==> config.mk <==
export PLATFORM = sky130hd
export DESIGN_NAME = ss_sequencer_flat
export DESIGN_NICKNAME = d
export VERILOG_FILES = /design/src/rtl/ss_pkg.sv /design/src/rtl/ss_sequencer_if.sv /design/src/rtl/ss_delay_cnt.sv /design/src/rtl/ss_sequencer.sv /design/src/flat_wrapper.sv
export SDC_FILE = /design/constraint.sdc
export NUM_CORES = 1
export LEC_CHECK = 0
export ABC_CLOCK_PERIOD_IN_PS = 2840
export BUFFER_PORTS_ARGS = -buffer_cell sky130_fd_sc_hd__buf_2
export CAP_MARGIN = 20
export CORE_MARGIN = 10
export CORE_UTILIZATION = 50
export CTS_CLUSTER_DIAMETER = 30
export DETAILED_ROUTE_END_ITERATION = 16
export GPL_ROUTABILITY_DRIVEN = 0
export GPL_TIMING_DRIVEN = 0
export HOLD_SLACK_MARGIN = 0.15
export PLACE_DENSITY = 0.88
export SYNTH_ARGS = -nofsm -noshare
export SYNTH_HDL_FRONTEND = slang
export SYNTH_HIERARCHICAL = 1
export SYNTH_SLANG_ARGS = --single-unit
==> constraint.sdc <==
create_clock -name clk -period 2.84 [get_ports clk]
set_clock_uncertainty 0.2 [all_clocks]
set_input_delay 0.142 -clock clk [delete_from_list [all_inputs] [get_ports clk]]
set_output_delay 0.142 -clock clk [all_outputs]
set_load 0.005 [all_outputs]
==> src/rtl/ss_pkg.sv <==
// Shared types and widths for the mapper save-state sequencer.
package ss_pkg;

  localparam int SS_AW        = 8;
  localparam int SS_DW        = 8;
  localparam int CNT_W        = 8;
  localparam int RO_ADDR_DFLT = 127;

  typedef enum logic [3:0] {
    IDLE,
    SV_SETUP,
    SV_CAP,
    LD_RD,
    LD_SETUP,
    LD_STB,
    LD_HOLD,
    NEXT,
    FIN
  } state_t;

  typedef enum logic {
    OP_SAVE,
    OP_LOAD
  } op_t;

endpackage

==> src/rtl/ss_sequencer_if.sv <==
// Mapper save-state port plus snapshot buffer RAM port, as seen by the sequencer.
interface ss_sequencer_if;
  import ss_pkg::*;

  logic             ss_act;
  logic             ss_we;
  logic [SS_AW-1:0] ss_addr;
  logic [SS_DW-1:0] ss_wdat;
  logic [SS_DW-1:0] ss_rdat;
  logic [SS_AW-1:0] mem_addr;
  logic             mem_we;
  logic [SS_DW-1:0] mem_wdat;
  logic [SS_DW-1:0] mem_rdat;

  modport master (
    output ss_act, ss_we, ss_addr, ss_wdat, mem_addr, mem_we, mem_wdat,
    input  ss_rdat, mem_rdat
  );

  modport slave (
    input  ss_act, ss_we, ss_addr, ss_wdat, mem_addr, mem_we, mem_wdat,
    output ss_rdat, mem_rdat
  );

endinterface

==> src/rtl/ss_delay_cnt.sv <==
// Loadable down-counter that times the setup and strobe phases; zero marks the last wait cycle.
module ss_delay_cnt
  import ss_pkg::*;
#(
  parameter int W = CNT_W
) (
  input  logic         clk,
  input  logic         rst,
  input  logic         load,
  input  logic [W-1:0] load_val,
  output logic         zero
);

  logic [W-1:0] cnt;

  // NOTE: sequential state uses <= so every flop samples pre-edge values, independent of block order.
  always_ff @(posedge clk) begin
    if (rst) begin
      cnt <= '0;
    end else if (load) begin
      cnt <= load_val;
    end else if (cnt != '0) begin
      cnt <= cnt - 1'b1;
    end
  end

  assign zero = (cnt == '0);

endmodule

==> src/rtl/ss_sequencer.sv <==
// Walks every mapper save-state register: save copies them into the buffer RAM,
// load writes them back (skipping the read-only mapper index).
module ss_sequencer
  import ss_pkg::*;
#(
  parameter int REG_CNT    = 256,
  parameter int SETUP      = 2,
  parameter int STROBE_LEN = 4,
  parameter int RO_ADDR    = RO_ADDR_DFLT
) (
  input  logic           clk,
  input  logic           rst,
  input  logic           cmd_save,
  input  logic           cmd_load,
  output logic           busy,
  output logic           done,
  output logic           err,
  ss_sequencer_if.master bus
);

  localparam logic [SS_AW-1:0] LAST_IDX = SS_AW'(REG_CNT - 1);
  localparam logic [SS_AW-1:0] RO_IDX   = SS_AW'(RO_ADDR);
  localparam logic [CNT_W-1:0] SETUP_LD = CNT_W'(SETUP - 1);
  localparam logic [CNT_W-1:0] STB_LD   = CNT_W'(STROBE_LEN - 1);

  state_t           state, state_nxt;
  op_t              op, op_nxt;
  logic [SS_AW-1:0] idx, idx_nxt;
  logic [SS_DW-1:0] wdat_q;
  logic             err_nxt;
  logic             cnt_load;
  logic [CNT_W-1:0] cnt_val;
  logic             cnt_zero;

  ss_delay_cnt #(.W(CNT_W)) u_delay (
    .clk      (clk),
    .rst      (rst),
    .load     (cnt_load),
    .load_val (cnt_val),
    .zero     (cnt_zero)
  );

  always_ff @(posedge clk) begin
    if (rst) begin
      state  <= IDLE;
      op     <= OP_SAVE;
      idx    <= '0;
      err    <= 1'b0;
      wdat_q <= '0;
    end else begin
      state <= state_nxt;
      op    <= op_nxt;
      idx   <= idx_nxt;
      err   <= err_nxt;
      // Keep the captured buffer byte stable through strobe and hold.
      if (state == LD_SETUP) begin
        wdat_q <= bus.mem_rdat;
      end else if (state == FIN) begin
        wdat_q <= '0;
      end
    end
  end

  // NOTE: every signal gets a default before the case, so no path infers a latch.
  always_comb begin
    state_nxt = state;
    op_nxt    = op;
    idx_nxt   = idx;
    err_nxt   = err;
    cnt_load  = 1'b0;
    cnt_val   = SETUP_LD;

    case (state)
      IDLE: begin
        if (cmd_save && cmd_load) begin
          err_nxt = 1'b1;
        end else if (cmd_save) begin
          state_nxt = SV_SETUP;
          op_nxt    = OP_SAVE;
          idx_nxt   = '0;
          err_nxt   = 1'b0;
          cnt_load  = 1'b1;
        end else if (cmd_load) begin
          state_nxt = LD_RD;
          op_nxt    = OP_LOAD;
          idx_nxt   = '0;
          err_nxt   = 1'b0;
        end
      end
      SV_SETUP: if (cnt_zero) state_nxt = SV_CAP;
      SV_CAP:   state_nxt = NEXT;
      LD_RD: begin
        if (idx == RO_IDX) begin
          state_nxt = NEXT;
        end else begin
          state_nxt = LD_SETUP;
          cnt_load  = 1'b1;
        end
      end
      LD_SETUP: begin
        if (cnt_zero) begin
          state_nxt = LD_STB;
          cnt_load  = 1'b1;
          cnt_val   = STB_LD;
        end
      end
      LD_STB:  if (cnt_zero) state_nxt = LD_HOLD;
      LD_HOLD: state_nxt = NEXT;
      NEXT: begin
        if (idx == LAST_IDX) begin
          state_nxt = FIN;
        end else begin
          idx_nxt = idx + 1'b1;
          if (op == OP_LOAD) begin
            state_nxt = LD_RD;
          end else begin
            state_nxt = SV_SETUP;
            cnt_load  = 1'b1;
          end
        end
      end
      FIN: begin
        state_nxt = IDLE;
        idx_nxt   = '0;
      end
      default: state_nxt = IDLE;
    endcase

    if (state != IDLE && (cmd_save || cmd_load)) begin
      err_nxt = 1'b1;
    end
  end

  assign busy = (state != IDLE) && (state != FIN);
  assign done = (state == FIN);

  assign bus.ss_act   = busy;
  assign bus.ss_we    = (state == LD_STB);
  assign bus.ss_addr  = idx;
  // Buffer data is forwarded during setup so it is valid for every setup cycle.
  assign bus.ss_wdat  = (state == LD_SETUP) ? bus.mem_rdat : wdat_q;
  assign bus.mem_addr = idx;
  assign bus.mem_we   = (state == SV_CAP);
  assign bus.mem_wdat = (state == SV_CAP) ? bus.ss_rdat : '0;

endmodule

==> src/flat_wrapper.sv <==
// flat-port wrapper written by rule: the top's interface ports become plain ports
module ss_sequencer_flat import ss_pkg::*;
#(
  parameter int REG_CNT    = 256,
  parameter int SETUP      = 2,
  parameter int STROBE_LEN = 4,
  parameter int RO_ADDR    = RO_ADDR_DFLT
)
  (clk, rst, cmd_save, cmd_load, busy, done, err, bus_ss_act, bus_ss_we, bus_ss_addr, bus_ss_wdat, bus_mem_addr, bus_mem_we, bus_mem_wdat, bus_ss_rdat, bus_mem_rdat);
  ss_sequencer_if bus_i ();
  input  logic clk;
  input  logic rst;
  input  logic cmd_save;
  input  logic cmd_load;
  output logic busy;
  output logic done;
  output logic err;
  output wire logic [$bits(bus_i.ss_act)-1:0] bus_ss_act;
  output wire logic [$bits(bus_i.ss_we)-1:0] bus_ss_we;
  output wire logic [$bits(bus_i.ss_addr)-1:0] bus_ss_addr;
  output wire logic [$bits(bus_i.ss_wdat)-1:0] bus_ss_wdat;
  output wire logic [$bits(bus_i.mem_addr)-1:0] bus_mem_addr;
  output wire logic [$bits(bus_i.mem_we)-1:0] bus_mem_we;
  output wire logic [$bits(bus_i.mem_wdat)-1:0] bus_mem_wdat;
  input wire logic [$bits(bus_i.ss_rdat)-1:0] bus_ss_rdat;
  input wire logic [$bits(bus_i.mem_rdat)-1:0] bus_mem_rdat;
  assign bus_ss_act = bus_i.ss_act;
  assign bus_ss_we = bus_i.ss_we;
  assign bus_ss_addr = bus_i.ss_addr;
  assign bus_ss_wdat = bus_i.ss_wdat;
  assign bus_mem_addr = bus_i.mem_addr;
  assign bus_mem_we = bus_i.mem_we;
  assign bus_mem_wdat = bus_i.mem_wdat;
  assign bus_i.ss_rdat = bus_ss_rdat;
  assign bus_i.mem_rdat = bus_mem_rdat;
  ss_sequencer #(.REG_CNT(REG_CNT), .SETUP(SETUP), .STROBE_LEN(STROBE_LEN), .RO_ADDR(RO_ADDR)) u_core (.clk(clk), .rst(rst), .cmd_save(cmd_save), .cmd_load(cmd_load), .busy(busy), .done(done), .err(err), .bus(bus_i));
endmodule
======== Word level (Yosys, flattened, before mapping) ========
Cells that the tools add are included.
word-level totals
  bits in registers ....................... 30
  logic and storage cells ................. 82
operators by class
  add/subtract/negate cells ............... 2
  eq/ne operators ......................... 17
  multiplexer cells ....................... 37
  bitwise operators ....................... 1
  reductions and logical operators ........ 19
operators with widths
  cell                                                                    number
  8-bit two-way mux                                                       11
  4-bit two-way mux                                                       7
  4-bit case mux with 7 select lines                                      1
  8-bit case mux with 3 select lines                                      1
  4-bit by 3-bit equality test with 1-bit output (second input constant)  4
  1-bit two-way mux                                                       13
  8-bit by 1-bit adder with 8-bit output (second input constant)          1
  4-bit by 2-bit equality test with 1-bit output (second input constant)  2
  8-bit by 7-bit equality test with 1-bit output (second input constant)  1
  8-bit equality test (second input constant)                             1
  8-bit zero test                                                         1
  2-bit nonzero test                                                      4
  4-bit nonzero test                                                      2
  8-bit nonzero test                                                      1
  8-bit by 1-bit subtractor with 8-bit output (second input constant)     1
  2-bit two-way mux                                                       3
  2-bit by 1-bit != test with 1-bit output (second input constant)        3
  5-bit AND reduction                                                     1
  4-bit by 1-bit equality test with 1-bit output (second input constant)  1
  4-bit equality test (second input constant)                             1
  4-bit zero test                                                         1
  2-bit != test (second input constant)                                   2
  4-bit != test (second input constant)                                   1
  1-bit case mux with 4 select lines                                      1
  9 further kinds                                                         11

======== Depth between registers and ports, before layout ========
Gate-level depths: netlist (run 1).
  word-level depth ........................ 5
  gate-level depth with buffers ........... 11

======== Modules after synthesis ========
Netlist (run 1), hierarchy kept.
modules (own cells, without submodules)
  module        instances  cells each  area an instance (sq um)
  ss_sequencer  1          152         1320.0
  ss_delay_cnt  1          53          475.5

======== Worst setup path after synthesis (run 1) ========
Ideal clock, no wire load.
  path kind ............................... reg2reg
  start ................................... register u_core.idx[0], in the netlist u_core/bus.mem_addr[0]
  end ..................................... register u_core.u_delay.cnt[0]
  setup time .............................. 0.073 ns
  arrival time ............................ 2.088 ns
  data required time ...................... 2.567 ns
  setup slack ............................. 0.479 ns
  stages on the path, launching flop included .. 7
  path buffers ............................ 0
  cells stage by stage .................... dfxtp_1 -> ha_1 -> nand3_1 -> or4_1 -> a31o_2 -> or4_4 -> o211ai_2
between the ends
  cells in the longest elaborated chain, start to end .. 4
  elaborated cells on any way between the ends .. 7
  classes of those cells .................. 2 x eq/ne; 4 x mux; 1 x reduce/logical
ends and longest elaborated chain
  element                                                                                RTL line                                 source
  start, declared                                                                        ss_sequencer.sv:28                       logic [SS_AW-1:0] idx, idx_nxt;
  start signal, assigned                                                                 ss_sequencer.sv:53                       idx <= idx_nxt;
  8-bit equality test or 8-bit by 7-bit equality test with 1-bit output (tied branches)  ss_sequencer.sv:110, ss_sequencer.sv:93
  1-bit two-way mux (on tied branches)                                                   ss_sequencer.sv:110, ss_sequencer.sv:93
  1-bit case mux with 4 select lines *                                                   ss_sequencer.sv:73                       case (state)
  net u_core.cnt_load                                                                    ss_sequencer.sv:31                       logic cnt_load;
  8-bit two-way mux or 2-bit nonzero test (tied branches)                                -
  end signal, assigned                                                                   ss_delay_cnt.sv:21                       cnt <= load_val;
  end signal, assigned                                                                   ss_delay_cnt.sv:23                       cnt <= cnt - 1'b1;
  end, declared                                                                          ss_delay_cnt.sv:14                       logic [W-1:0] cnt;
The timed path passes the listed nets; every way through them passes the cells marked *.
A chain may end at the register's enable or synchronous reset.

======== Final worst setup path (run 1) ========
  start ................................... register u_core.idx[0], in the netlist u_core/bus.mem_addr[0]
  end ..................................... register u_core.u_delay.cnt[7]
The elaborated chain is that of the path after synthesis.

==> results.json, run 1 <==
{
  "die_width_um": 79.93,
  "n_fill_cell": 282,
  "final_common_cell": "buf_2",
  "cts_buffer_depth": 2,
  "grt_pass1_vias": 1661,
  "crit_fanout": 10,
  "critPathTopFamily": "simple AND/OR/NAND/NOR gates",
  "ys.flop_type": "dfxtp_1",
  "hold_class": "register to register",
  "stdcell_area_um2": 2337,
  "hpwl_um": 3250,
  "track_usage": 0.1427,
  "setup_violations": 0,
  "antenna_left": 0,
  "pwr-share-clk": 0.154,
  "drive_above_1_share": 0.3275,
  "nNetsFinal": 312,
  "period_needed_ns": 2.567,
  "htreeDepth": 2,
  "syn-instance-count": 205,
  "use_met1": 0.1555,
  "grt-ovfl-total": 0,
  "p_sw_mw": 0.6401,
  "core_area_um2": 3416,
  "antenna_found_initial": 0,
  "outcome": "completed",
  "cts_resized": 0,
  "p_leak_nw": 1.078,
  "worst_slew_pin_slew_ns": 0.8922,
  "route.detailed.drc": 0,
  "place_area_um2": 2157,
  "final.setup.tns_ns": 0,
  "ir_worst_vdd_mv": 0.5330,
  "drv_slew": 0,
  "synth-edff-count": 0,
  "grt_use_met3": 0.06532,
  "vias": 1708,
  "critPathLaunchType": "register",
  "yosysSeqAreaShare": 0.3345,
  "wirelength_um": 4338,
  "crit_path_end_kind": "register",
  "ys_types": 47,
  "avgSynthCellArea_um2": 8.758,
  "rows": 21,
  "finalCritPeriodShare": 0.9040,
  "clkLatencyLatePin_ns": 0.32,
  "max_freq_mhz": 389.5,
  "io_buffers": 57,
  "rrSetupSlack_ns": 0.27,
  "globalRouteMet2Util": 0.2368,
  "crit_chain": "ha_1 > nand3_1 > or4_1 > a31o_2 > clkbuf_1 > a311oi_1 > nor3_1",
  "grt_pass1_wl_um": 7465,
  "rsz0062_at_grt": "no",
  "clk_pin_slew_ns": 0.09,
  "slowest_stage": "or4_1",
  "regArea_um2": 600.6,
  "grt_max_degree": 11,
  "drt_iter0_drc": 89,
  "clock-sinks": 30,
  "syn2layout_area_growth_pct": 30.17,
  "cp.buffers_inverters": 1,
  "crit_required_ns": 2.83,
  "synth_area_um2": 1795,
  "viasPerCell": 5.129,
  "tritoncts": "built",
  "internal-power_mw": 1.055,
  "wl_per_cell_um": 13.03,
  "synth-seq-cells": 30,
  "crit_type": "register to register",
  "switching_share": 0.3775,
  "boundaryPins": 58,
  "cts_buffers": 5,
  "dieArea_um2": 6388,
  "async_reset_ff_frac": 0,
  "power_mw": 1.696,
  "drv_cap": 0,
  "combinationalPowerShare": 0.493,
  "cp.arrival_ns": 2.56,
  "initial_utilization": 0.5256,
  "setup_ws_ns": 0.2725,
  "die_y_um": 79.93,
  "dpl_worst_slack_ns": 0.3038,
  "antennaDiodeCount": 0,
  "top_usage_layer": "met2",
  "slew_headroom": 0.3968,
  "hold_viol": 0,
  "yosysWarningCount": 6,
  "clock-root-buffer": "clkbuf_4",
  "multi_input_comb_area_um2": 1071,
  "powerDensity_nw_per_um2": 725.4,
  "seqPwrFrac": 0.353,
  "final_cell_mix": "buf_2 (57), dfxtp_1 (30), dlygate4sd3_1 (12), and2_1 (12), nor2b_1 (12)",
  "drtPass1Iterations": 4,
  "slowest_delay_ns": 0.53
}
==> power groups by stage <==
| stage | registers (mW) | logic (mW) | clock network, mW |
|---|---|---|---|
| final | 0.598 | 0.837 | 0.261 |
| after global routing | 0.610 | 0.938 | 0.293 |
| after detailed placement | 0.607 | 0.816 | 0 |
| after floorplan | 0.588 | 0.618 | 0 |
| after global placement | 0.602 | 0.799 | 0 |
| after CTS | 0.597 | 0.839 | 0.266 |
==> registers in the layout, indices dropped and copies added, names as in the netlist <==
name                 count
u_core/wdat_q            8
u_core/bus.mem_addr      8
u_core/state             4
u_core/err               1
u_core/op                1
u_core/u_delay/cnt       8
==> worst min-delay path, stage by stage, from the launching register on <==
cell	delay (ns)
dfxtp_1	0.32
nor2b_1	0.10
nor3_1	0.05
==> kinds of logic after synthesis <==
family	count (synthesis)	synth area share
adder cells (fa/ha/maj)	6	0.04181
AND/OR/NAND/NOR	85	0.2941
flip-flops	30	0.3345
buffers and inverters	25	0.07944
multiplexers	10	0.06133
other	2	0.004183
AO/OA/AOI/OAI	42	0.1603
XOR/XNOR	5	0.02439
==> final timing paths <==
path	from	endpoint	cells past startpoint
worst max-delay path	u_core/bus.mem_addr[0]$_SDFFE_PP0P_	u_core/u_delay/cnt[7]$_SDFFE_PP0P_	7
worst min-delay path	u_core/err$_SDFFE_PP0P_	u_core/err$_SDFFE_PP0P_	2
worst max register to register	u_core/bus.mem_addr[0]$_SDFFE_PP0P_	u_core/u_delay/cnt[7]$_SDFFE_PP0P_	7
worst min register to register	u_core/err$_SDFFE_PP0P_	u_core/err$_SDFFE_PP0P_	2
==> repair_timing <==
action,in CTS,in global routing
endpoints found under the hold margin,11,0
hold buffers,12,0
setup buffers,0,0
==> Yosys cell counts (2+ instances only) <==
cell type / number / share of area
or2_2: 3 / 0.010
inv_1: 7 / 0.015
o32ai_1: 4 / 0.020
nor2b_1: 12 / 0.042
o21a_1: 2 / 0.0084
nor4_4: 2 / 0.024
nor4_1: 2 / 0.0070
buf_4: 11 / 0.046
dfxtp_1: 30 / 0.33
conb_1: 2 / 0.0042
o211ai_1: 2 / 0.0084
or4_1: 4 / 0.017
nor3b_1: 2 / 0.0084
a31oi_1: 3 / 0.010
mux2_2: 8 / 0.050
mux2i_1: 2 / 0.011
nor4b_1: 2 / 0.0098
nor2_1: 7 / 0.015
xor2_1: 2 / 0.0098
nand3_1: 9 / 0.025
a21oi_1: 9 / 0.025
ha_1: 6 / 0.042
o21ai_0: 8 / 0.022
a211oi_1: 2 / 0.0084
a311oi_1: 3 / 0.015
and3_1: 2 / 0.0070
nand2_1: 11 / 0.023
clkbuf_1: 6 / 0.013
nor3_1: 10 / 0.028
xnor2_1: 3 / 0.015
and2_1: 12 / 0.042
o31ai_1: 2 / 0.0084
==> cell type report <==
class	count	area share
Sequential cell	30	0.2570
Clock inverter	1	0.002141
Tap cell	46	0.02463
Timing Repair Buffer	69	0.1734
Multi-Input combinational cell	155	0.4582
Clock buffer	7	0.02355
Buffer	18	0.04979
Inverter	7	0.01124
==> metrics by stage <==
| stage | utilization | hold slack [ns] | cells |
|---|---|---|---|
| floorplan | - | 0.05172 | 210 |
| global placement | 0.6315 | 0.1906 | 313 |
| detailed placement | 0.6315 | 0.1963 | 313 |
| CTS | 0.6842 | 0.3042 | 333 |
| global route | 0.6842 | 0.3406 | 333 |
| finish | 0.6842 | 0.3021 | 333 |
==> layer usage <==
metal / vias up / routed length (µm)
li1: 889 / -
met1: 776 / 1890
met2: 41 / 2092
met3: 2 / 311
met4: 0 / 42
met5: - / 0
No activity file was read; power rests on OpenSTA's default activity.
==> run 2: changes to the inputs <==
--- a/config.mk
+++ b/config.mk
@@ -15,7 +15,7 @@
 export GPL_ROUTABILITY_DRIVEN = 0
 export GPL_TIMING_DRIVEN = 0
 export HOLD_SLACK_MARGIN = 0.15
-export PLACE_DENSITY = 0.88
+export PLACE_DENSITY = 0.79
 export SYNTH_ARGS = -nofsm -noshare
 export SYNTH_HDL_FRONTEND = slang
 export SYNTH_HIERARCHICAL = 1
==> run 2 against run 1 <==
  * Hold slack better by 0.00070 ns
  * Combinational power is 2% higher
  * Flip-flop and latch count stayed put
  * Clock power is 2% higher
  * Fmax is 0.40% lower
  * Non-clock buffer count is 1 higher
  * Largest cell class unchanged
  * Global-route usage is 0.51 points lower
  * Critical endpoint is now u_core/u_delay/cnt[4]$_SDFFE_PP0P_
  * Sequential power hardly changed
==> results.json, run 2 (synthesized netlist as in run 1, its figures left out) <==
{
  "period_needed_ns": 2.578,
  "slowest_delay_ns": 0.53,
  "placed_cells": 313,
  "drv_cap": 0,
  "final_cell_mix": "buf_2 (57), dfxtp_1 (30), dlygate4sd3_1 (12), and2_1 (12), nor2b_1 (12)",
  "tritoncts": "built",
  "crit_required_ns": 2.88,
  "drtPass1Iterations": 4,
  "critPathTopFamily": "simple AND/OR/NAND/NOR gates",
  "switching_share": 0.3821,
  "wl_per_cell_um": 13.19,
  "clk_pin_slew_ns": 0.10,
  "cts_resized": 0,
  "crit_fanout": 7,
  "nNetsFinal": 313,
  "grt_max_degree": 11,
  "cp.arrival_ns": 2.62,
  "clock-sinks": 30,
  "hold_class": "register to register",
  "crit_chain": "ha_1 > nand3_1 > or4_1 > a31o_2 > or2_2 > o32ai_1",
  "setup_ws_ns": 0.2623,
  "antennaDiodeCount": 0,
  "crit_path_end_kind": "register",
  "wirelength_um": 4407,
  "stdcell_count": 334,
  "worst_slew_pin_slew_ns": 0.5873,
  "setup_violations": 0,
  "htreeDepth": 2,
  "grt-ovfl-total": 0,
  "n_fill_cell": 306,
  "slowest_stage": "or4_1",
  "cts_buffer_depth": 2,
  "combinationalPowerShare": 0.497,
  "crit_type": "register to register",
  "hold_slack_ns": 0.3029,
  "antenna_found_initial": 0,
  "p_leak_nw": 1.083,
  "io_buffers": 57,
  "slew_headroom": 0.6055,
  "drive_above_1_share": 0.3299,
  "powerDensity_nw_per_um2": 731.6,
  "seqPwrFrac": 0.348,
  "clock-root-buffer": "clkbuf_4",
  "route.detailed.drc": 0,
  "ir_worst_vdd_mv": 0.4298,
  "cts.hold.buffers_added": 12,
  "die_y_um": 79.93,
  "track_usage": 0.1376,
  "drv_slew": 0,
  "drt_iter0_drc": 72,
  "vias": 1719,
  "initial_utilization": 0.5256,
  "dieArea_um2": 6388,
  "p_sw_mw": 0.6547,
  "utilization": 0.6857,
  "finalCritPeriodShare": 0.9076,
  "grt_pass1_wl_um": 7196,
  "max_freq_mhz": 387.9,
  "post_cts_buffers": 0,
  "dpl_worst_slack_ns": 0.2685,
  "clkLatencyLatePin_ns": 0.33,
  "viasPerCell": 5.147,
  "final_common_cell": "buf_2",
  "grt_pass1_vias": 1608,
  "die_width_um": 79.93,
  "outcome": "completed",
  "rows": 21,
  "syn2layout_area_growth_pct": 30.45,
  "final.setup.tns_ns": 0,
  "hpwl_um": 3344,
  "core_area_um2": 3416,
  "antenna_left": 0,
  "hold_viol": 0,
  "cp.buffers_inverters": 0,
  "internal-power_mw": 1.059,
  "critPathLaunchType": "register",
  "pwr-share-clk": 0.155,
  "rsz0062_at_grt": "no",
  "cts_buffers": 5,
  "boundaryPins": 58
}
[run 2: cell count changes in the layout (fill, tap and decap cells not counted), sizes merged]
cell    change
clkbuf      +1
[run 2: routing by layer]
metal | track usage | vias up | part of all wire
li1 | - | 894 | -
met1 | 0.1604 | 763 | 0.43
met2 | 0.2183 | 57 | 0.47
met3 | 0.05631 | 5 | 0.091
met4 | 0.05458 | 0 | 0.013
met5 | 0 | - | 0
[run 2: stage by stage]
step	power [mW]	instance area [µm²]
floorplan	1.205	1814
global placement	1.409	2157
detailed placement	1.434	2157
CTS	1.722	2337
global route	1.853	2342
finish	1.714	2342
[run 2: cell type report]
class                           count  area [µm²]  share of cell area
Clock buffer                        7       55.05             0.02350
Clock inverter                      1       5.005            0.002137
Inverter                            7       26.28             0.01122
Multi-Input combinational cell    155        1071              0.4573
Tap cell                           46       57.56             0.02457
Timing Repair Buffer               70       410.4              0.1752
Buffer                             18       116.4             0.04968
Sequential cell                    30       600.6              0.2564
[run 2: worst min-delay path, cell delays in order, from the launching register on]
cell and delay [ns]:
dfxtp_1 0.32, nor2b_1 0.10, nor3_1 0.05
[run 2: path summary, 6_finish.rpt]
path / startpoint / end / slack, ns / depth (start not counted)
worst min-delay path: u_core/err$_SDFFE_PP0P_ / u_core/err$_SDFFE_PP0P_ / 0.30 / 2
worst min register to register: u_core/err$_SDFFE_PP0P_ / u_core/err$_SDFFE_PP0P_ / 0.30 / 2
worst max register to register: u_core/bus.mem_addr[1]$_SDFFE_PP0P_ / u_core/u_delay/cnt[4]$_SDFFE_PP0P_ / 0.26 / 6
worst max-delay path: u_core/bus.mem_addr[1]$_SDFFE_PP0P_ / u_core/u_delay/cnt[4]$_SDFFE_PP0P_ / 0.26 / 6
[run 2: power groups by stage]
stage | combinational, mW | clock (mW) | sequential, mW
after floorplan | 0.618 | 0 | 0.588
after global placement | 0.806 | 0 | 0.603
after detailed placement | 0.828 | 0 | 0.606
after CTS | 0.849 | 0.277 | 0.596
after global routing | 0.952 | 0.291 | 0.610
final | 0.852 | 0.265 | 0.597
==> run 3: changes to the inputs <==
--- a/config.mk
+++ b/config.mk
@@ -5,7 +5,7 @@
 export SDC_FILE = /design/constraint.sdc
 export NUM_CORES = 1
 export LEC_CHECK = 0
-export ABC_CLOCK_PERIOD_IN_PS = 2840
+export ABC_CLOCK_PERIOD_IN_PS = 2500
 export BUFFER_PORTS_ARGS = -buffer_cell sky130_fd_sc_hd__buf_2
 export CAP_MARGIN = 20
 export CORE_MARGIN = 10
==> constraint.sdc (replaced) <==
create_clock -name clk -period 2.5 [get_ports clk]
set_clock_uncertainty 0.2 [all_clocks]
set_input_delay 0.125 -clock clk [delete_from_list [all_inputs] [get_ports clk]]
set_output_delay 0.125 -clock clk [all_outputs]
set_load 0.005 [all_outputs]
==> run 3 against run 2 <==
  * Critical endpoint unchanged
  * Setup slack lost 0.18 ns
  * Largest cell class unchanged
  * Sequential power rose by 14%
  * Highest routed layer unchanged
  * Via count up 0.52%
  * Clock power increased by 14%
==> results.json, run 3 (synthesized netlist as in run 1, its figures left out) <==
{
  "outcome": "completed",
  "drv_cap": 0,
  "rows": 21,
  "crit_required_ns": 2.54,
  "drt_iter0_drc": 72,
  "final_cell_mix": "buf_2 (57), dfxtp_1 (27)",
  "drtPass1Iterations": 4,
  "clock-root-buffer": "clkbuf_4",
  "clock-sinks": 30,
  "powerDensity_nw_per_um2": 834.2,
  "antenna_left": 0,
  "tritoncts": "built",
  "die_width_um": 79.93,
  "io_buffers": 57,
  "stdcell_area_um2": 2385,
  "drv_slew": 0,
  "die_y_um": 79.93,
  "htreeDepth": 2,
  "power_mw": 1.990,
  "grt_use_met3": 0.05631,
  "boundaryPins": 58,
  "p_leak_nw": 1.090,
  "final_common_cell": "buf_2",
  "ir_worst_vdd_mv": 0.4910,
  "cp.arrival_ns": 2.46,
  "hold_class": "register to register",
  "crit_path_end_kind": "register",
  "cts_buffer_depth": 2,
  "slew_headroom": 0.6056,
  "utilization": 0.6982,
  "final.setup.tns_ns": 0,
  "worst_slew_pin_slew_ns": 0.5873,
  "setup_ws_ns": 0.08144,
  "globalRouteMet2Util": 0.2183,
  "nNetsFinal": 314,
  "stdcell_count": 335,
  "syn2layout_area_growth_pct": 32.82,
  "grt-ovfl-total": 0,
  "regArea_um2": 606.8,
  "core_area_um2": 3416,
  "clkLatencyLatePin_ns": 0.33,
  "placed_cells": 313,
  "drive_above_1_share": 0.3599,
  "setup_violations": 0,
  "use_met1": 0.1604,
  "wirelength_um": 4489,
  "viasPerCell": 5.158,
  "cts_buffers": 5,
  "dieArea_um2": 6388,
  "finalCritPeriodShare": 0.9674,
  "vias": 1728,
  "route.detailed.drc": 0,
  "crit_type": "register to register",
  "hpwl_um": 3344,
  "rsz0062_at_grt": "yes",
  "period_needed_ns": 2.419,
  "grt_pass1_vias": 1608,
  "place_area_um2": 2157,
  "track_usage": 0.1376,
  "max_freq_mhz": 413.5,
  "grt_max_degree": 11,
  "crit_fanout": 7,
  "critPathLaunchType": "register",
  "multi_input_comb_area_um2": 1096,
  "n_fill_cell": 298,
  "dpl_worst_slack_ns": -0.07146,
  "initial_utilization": 0.5256,
  "top_usage_layer": "met2",
  "wl_per_cell_um": 13.40,
  "hold_slack_ns": 0.3021,
  "hold_viol": 0,
  "antenna_found_initial": 0,
  "grt_pass1_wl_um": 7196,
  "clk_pin_slew_ns": 0.10,
  "antennaDiodeCount": 0
}
-- run 3: cell types whose count changed in the layout (fill, tap and decap cells not counted), moves of 2 or more --
| cell | before | now |
|---|---|---|
| dfxtp_1 | 30 | 27 |
| dfxtp_2 | 0 | 2 |
| ha_1 | 6 | 4 |
| ha_2 | 0 | 2 |
-- run 3: layout make-up --
class | count | area share
Buffer | 18 | 0.05037
Tap cell | 46 | 0.02413
Multi-Input combinational cell | 155 | 0.4596
Inverter | 7 | 0.01102
Sequential cell | 30 | 0.2545
Clock buffer | 7 | 0.02308
Timing Repair Buffer | 71 | 0.1752
Clock inverter | 1 | 0.002099
-- run 3: where the power goes --
| group | switching (mW) | internal [mW] | leakage (nW) |
|---|---|---|---|
| registers | 0.0972 | 0.582 | 0.247 |
| clock network | 0.165 | 0.136 | 0.0353 |
| logic | 0.496 | 0.513 | 0.809 |
-- run 3: layer usage --
metal | up-vias | wire, µm
met5 | - | 0
li1 | 900 | -
met2 | 53 | 2146
met3 | 5 | 364
met1 | 770 | 1918
met4 | 0 | 59
-- run 3: worst max-delay path, stage by stage (launching register included) --
cell	delay, ns
dfxtp_2	0.38
ha_2	0.23
nand3_4	0.11
or4_1	0.49
a31o_2	0.29
or2_2	0.35
o32ai_1	0.28
-- run 3: worst paths after layout --
| kind | endpoint | from | slack [ns] | depth (start not counted) |
|---|---|---|---|---|
| worst max-delay path | u_core/u_delay/cnt[4]$_SDFFE_PP0P_ | u_core/bus.mem_addr[1]$_SDFFE_PP0P_ | 0.08 | 6 |
| worst min-delay path | u_core/err$_SDFFE_PP0P_ | u_core/err$_SDFFE_PP0P_ | 0.30 | 2 |
| worst max register to register | u_core/u_delay/cnt[4]$_SDFFE_PP0P_ | u_core/bus.mem_addr[1]$_SDFFE_PP0P_ | 0.08 | 6 |
| worst min register to register | u_core/err$_SDFFE_PP0P_ | u_core/err$_SDFFE_PP0P_ | 0.30 | 2 |
-- run 3: what timing repair did --
action / 4_1_cts / 5_1_grt
setup buffers: 0 / 1
hold buffers: 12 / 0
hold endpoints to repair: 13 / 0
pin swaps: 0 / 1
gates resized for setup: 4 / 8
endpoints found under the setup margin: 8 / 8
cloned: 0 / 0
